===== src/rtl/writeback_stage.sv =====
// MEM/WB pipeline register with writeback result select and load extraction.
// Holds earlier stages while a load response is outstanding; drops hung loads on timeout.
module writeback_stage #(
  parameter int unsigned XLEN         = 32,
  parameter int unsigned REG_ADDR_W   = 5,
  parameter int unsigned LOAD_TIMEOUT = 15
) (
  input  logic                  clk,
  input  logic                  rst,
  input  logic                  valid_m,
  input  logic [XLEN-1:0]       alu_result_m,
  input  logic [XLEN-1:0]       pc_plus4_m,
  input  logic [XLEN-1:0]       imm_ext_m,
  input  logic [1:0]            result_src_m,
  input  logic [2:0]            funct3_m,
  input  logic [REG_ADDR_W-1:0] rd_m,
  input  logic                  reg_write_m,
  input  logic                  mem_rvalid,
  input  logic [XLEN-1:0]       mem_rdata,
  output logic                  stall_m,
  output logic [XLEN-1:0]       result_w,
  output logic [REG_ADDR_W-1:0] rd_w,
  output logic                  reg_write_w,
  output logic                  load_err
);

  localparam int unsigned OFF_W = $clog2(XLEN / 8);
  localparam int unsigned CNT_W = $clog2(LOAD_TIMEOUT + 1);

  typedef enum logic [1:0] {
    S_IDLE = 2'd0,
    S_HOLD = 2'd1,
    S_WAIT = 2'd2
  } state_t;

  state_t                r_state;
  state_t                w_next_state;
  logic [XLEN-1:0]       r_alu_result;
  logic [XLEN-1:0]       r_pc_plus4;
  logic [XLEN-1:0]       r_imm_ext;
  logic [1:0]            r_result_src;
  logic [2:0]            r_funct3;
  logic [REG_ADDR_W-1:0] r_rd;
  logic                  r_reg_write;
  logic [CNT_W-1:0]      r_cnt;

  logic                  w_timeout;
  logic                  w_commit;
  logic [OFF_W+2:0]      w_shamt;
  logic [XLEN-1:0]       w_shifted;
  logic [XLEN-1:0]       w_load_ext;

  // Timeout takes precedence over a response arriving in the same cycle
  assign w_timeout = (r_state == S_WAIT) && (r_cnt == CNT_W'(LOAD_TIMEOUT));
  assign w_commit  = (r_state == S_HOLD) ||
                     ((r_state == S_WAIT) && mem_rvalid && !w_timeout);
  assign stall_m   = (r_state == S_WAIT) && !mem_rvalid && !w_timeout;
  assign rd_w      = r_rd;

  // State register
  always_ff @(posedge clk or posedge rst) begin
    if (rst) r_state <= S_IDLE;
    else     r_state <= w_next_state;
  end

  // Next state: any non-stalled edge captures the MEM-stage entry
  always_comb begin
    w_next_state = r_state;
    if (!stall_m) begin
      if (!valid_m)                   w_next_state = S_IDLE;
      else if (result_src_m == 2'b01) w_next_state = S_WAIT;
      else                            w_next_state = S_HOLD;
    end
  end

  // Entry payload and load wait counter
  always_ff @(posedge clk or posedge rst) begin
    if (rst) begin
      r_alu_result <= '0;
      r_pc_plus4   <= '0;
      r_imm_ext    <= '0;
      r_result_src <= '0;
      r_funct3     <= '0;
      r_rd         <= '0;
      r_reg_write  <= 1'b0;
      r_cnt        <= '0;
    end else if (!stall_m) begin
      r_alu_result <= valid_m ? alu_result_m : '0;
      r_pc_plus4   <= valid_m ? pc_plus4_m   : '0;
      r_imm_ext    <= valid_m ? imm_ext_m    : '0;
      r_result_src <= valid_m ? result_src_m : 2'b00;
      r_funct3     <= valid_m ? funct3_m     : 3'b000;
      r_rd         <= valid_m ? rd_m         : '0;
      r_reg_write  <= valid_m & reg_write_m;
      r_cnt        <= '0;
    end else begin
      r_cnt <= r_cnt + CNT_W'(1);
    end
  end

  // Lane extraction: shift the addressed byte down to bit 0
  assign w_shamt   = {r_alu_result[OFF_W-1:0], 3'b000};
  assign w_shifted = mem_rdata >> w_shamt;

  always_comb begin
    w_load_ext = mem_rdata;
    case (r_funct3)
      3'b000: w_load_ext = XLEN'($signed(w_shifted[7:0]));
      3'b001: w_load_ext = XLEN'($signed(w_shifted[15:0]));
      3'b010: w_load_ext = XLEN'($signed(w_shifted[31:0]));
      3'b100: w_load_ext = XLEN'(w_shifted[7:0]);
      3'b101: w_load_ext = XLEN'(w_shifted[15:0]);
      3'b110: w_load_ext = (XLEN == 64) ? XLEN'(w_shifted[31:0]) : mem_rdata;
      default: w_load_ext = mem_rdata;
    endcase
  end

  // Output decode
  always_comb begin
    result_w    = '0;
    reg_write_w = 1'b0;
    load_err    = w_timeout;
    if (r_state != S_IDLE) begin
      case (r_result_src)
        2'b00:   result_w = r_alu_result;
        2'b01:   result_w = w_load_ext;
        2'b10:   result_w = r_pc_plus4;
        default: result_w = r_imm_ext;
      endcase
    end
    if (w_commit && r_reg_write && (r_rd != '0)) reg_write_w = 1'b1;
  end

endmodule


===== config.mk =====
export PLATFORM = sky130hd
export DESIGN_NAME = writeback_stage
export DESIGN_NICKNAME = d
export VERILOG_FILES = /design/src/rtl/writeback_stage.sv
export SDC_FILE = /design/constraint.sdc
export NUM_CORES = 1
export LEC_CHECK = 0
export CORE_MARGIN = 4
export CORE_UTILIZATION = 45
export CTS_CLUSTER_SIZE = 16
export DETAILED_ROUTE_END_ITERATION = 10
export PLACE_DENSITY_LB_ADDON = 0.05
export SLEW_MARGIN = 5
export SYNTH_ARGS = -nofsm -noshare
export SYNTH_HDL_FRONTEND = slang
export SYNTH_SLANG_ARGS = --single-unit

===== constraint.sdc =====
create_clock -name clk -period 9.8 [get_ports clk]
set_input_delay 1.47 -clock clk [delete_from_list [all_inputs] [get_ports clk]]
set_output_delay 1.47 -clock clk [all_outputs]
set_load 0.01 [all_outputs]

==> flow_summary.toml <==
[run_status]
status = "finished clean"

[setup_path]
required_ns = 8.33
end_kind = "output port"
worst-path-buf-inv = 2
worstSetupStartpointType = "primary input"
worst-setup-path-type = "in2out"
crit_path_max_incr_delay_ns = 0.63
critical_path.max_fanout = 16
cp_common_cell = "clkdlybuf4s50_1"
crit_chain = "clkdlybuf4s50_1 > nand2b_1 > a221oi_2 > o211ai_2 > a2111oi_2 > clkdlybuf4s50_1"
cpMaxStageDelayCell = "clkdlybuf4s50_1"
crit_family = "buffers and inverters"
cp.arrival_ns = 4.02

[pwr]
vdd.ir_drop.worst_uv = 122.0
total_leakage_power_nw = 3.522
p_per_area_nw_per_um2 = 160.1

[cts]
cts-resized-gates = 0
clockBufferDepth = 2
cts_root_buf = "clkbuf_16"
cts_hold_buf = 0
clk_latency_ns = 0.42
cts_sinks = 113
cts_buffers = 17
htree_levels = 4
postCtsSetupBuffers = 0
clk_pin_slew_ns = 0.05
tritoncts = "yes"

[sta]
max_slew_margin_pct = 28.81
tightestPinTransition_ns = 1.068
fin_crit_sh_pct = 56.05
rsz0062_at_grt = "false"
setup_violations = 0
fmaxAchievable_mhz = 182.0
final_hold_viol_count = 0
finalSetupTns_ns = 0
fin_skew_ns = 0.01019
holdWs_ns = 0.4703
layout_setup_ws_ns = 4.307
maxSlewViolCount = 0
period_minus_slack_ns = 5.493

[synthesis]
synthArstFlopShare_pct = 100.0
netlist_area_um2 = 6531
netlist_instances = 794
synth.net_count = 938
synth-simple-area-share_pct = 17.55
synth.distinct_cells = 53
syn_avg_cell_area_um2 = 8.226
yosys_most_used_dff = "dfrtp_1"
synth_xor_area_share_pct = 0.2682
synth_seq_cells = 113
yosysTopAreaCell = "dfrtp_1"
synth_top_family_by_area = "compound AO/OA/AOI/OAI gates"
synth_warnings = 0
synthMuxAreaShare_pct = 4.904
synth_common_cells = "nand2_1 (224), o21ai_0 (152), dfrtp_1 (113)"
yosysMostFrequentCell = "nand2_1"
seq_area_frac_synth_pct = 43.30
synth_compound_gate_area_share_pct = 27.64
synth_fa_ha_area_share_pct = 0.1916
synth_top_area_share_pct = 43.30
synth_enable_flop_cells = 0
synthTopCellsByArea = "dfrtp_1 (43%), nand2_1 (13%), o21ai_0 (12%)"

[floorplanning]
die_x_um = 128.5
dieHeight_um = 128.5
core_um2 = 14040
start_util_pct = 46.51
die_area_um2 = 16510
rows = 43
ioPinCount = 183

[finish]
nFillCells = 1241
instances_no_fill = 1124
drive_above_1_share_pct = 7.521
area_growth_syn_to_layout_pct = 36.42
multiInputGateArea_um2 = 3304
fin_nets = 1075
seq_area_um2 = 2830
antennaDiodeCount = 0

[grt]
grtUsageMet1_pct = 35.60
grt_max_degree = 129
grt_antenna_before_repair = 0
track_usage_pct = 26.26
grt-ovfl-total = 0
met3_usage_pct = 7.223
busiest_layer = "met2"
use_met2_pct = 40.36
grt_pass1_wl_mm = 33.79
first_global_vias = 6470

[drt]
dr.pass1.iters = 5
routed_via_density = 5.698
drt-initial-drc-count = 501
vias = 6404
antenna_left = 0
remaining_drc_errors = 0
wire_per_inst_um = 19.04
wl_mm = 21.40

[placement]
finalWeightedCongestion = 0.9307
place_ws_ns = 4.345
place_hpwl_mm = 15.03
port_buffers = 182
dp_cells = 1092

[hold_path]
min_path_type = "reg2reg"

[flow_run]
drv_cap = 0
## metal layers
layer | routed length (µm) | up-vias
met1 | 9185 | 3036
li1 | - | 3065
met3 | 1896 | 36
met5 | 0 | -
met2 | 9724 | 267
met4 | 592 | 0
## cells in the final DEF, fill, tap and decap left out, types with 5 or more instances in the layout
cell             count
nor2_1              15
a21oi_1             26
nand3b_1             9
nand2_1            224
clkdlybuf4s50_1    181
buf_4                6
nor2b_1              5
clkbuf_16           17
inv_1               16
a221oi_1            15
nand2b_1             5
a22o_1               6
dfrtp_1            111
a31oi_1              6
o221ai_1            22
inv_6                5
a211oi_1             9
a21o_1               6
mux2i_1              8
o2bb2ai_1            6
o21ai_0            152
o21a_1              27
mux2_2              17
## cell families after synthesis
kind of cell / after synthesis
flip-flops: 113
adder cells (fa/ha/maj): 1
AO/OA/AOI/OAI: 289
XOR/XNOR: 2
multiplexers: 28
buffers and inverters: 87
AND/OR/NAND/NOR: 274
## registers in the layout, summed over array words and instances, names as in the netlist
name and count:
r_funct3 3, r_state 2, r_alu_result 32, r_imm_ext 32, rd_w 5, r_cnt 4, r_reg_write 1, r_result_src 2
r_pc_plus4 32
## area by class of cell
type,count,share of cell area [%]
multi-input cells,594,37.09
flip-flops and latches,113,31.77
repair buffers,187,20.84
clock buffers,19,4.971
well taps,180,2.528
clock inverters,13,1.966
inverters,18,0.8426
## worst paths after layout
| path | from | to | slack, ns | depth (start not counted) |
|---|---|---|---|---|
| max in group asynchronous | rst | r_result_src[1] | 6.95 | 3 |
| worst min register to register | r_imm_ext[8] | r_imm_ext[8] | 0.47 | 2 |
| worst max register to register | r_cnt[0] | r_pc_plus4[23] | 6.98 | 6 |
| worst min-delay path | r_imm_ext[8] | r_imm_ext[8] | 0.47 | 2 |
| worst max-delay path | mem_rdata[31] | result_w[22] | 4.31 | 6 |
| min in group asynchronous | rst | r_alu_result[28] | 1.46 | 2 |
## worst reg2reg max path, cell delays in order (launching register included)
cell	delay, ns
dfrtp_1	0.40
ha_1	0.23
nand3_1	0.14
nand2_1	0.19
inv_6	0.43
buf_4	0.89
o21ai_0	0.36
## per-stage QoR
step / total power [mW] / area (µm²) / util [%]
final: 1.427 / 8910 / 63.45
after global routing: 1.490 / 8910 / 63.45
after CTS: 1.438 / 8910 / 63.45
after detailed placement: 0.7910 / 8292 / 59.05
after global placement: 0.7876 / 8292 / 59.05
after floorplan: 0.6607 / 6531 / -
## report_power, final
group | switching, mW | total (mW) | internal (mW)
registers | 0.0253 | 0.521 | 0.496
clock network | 0.231 | 0.642 | 0.411
logic | 0.134 | 0.264 | 0.129
total | 0.391 | 1.43 | 1.04
Power figures use the tool's default switching activity.
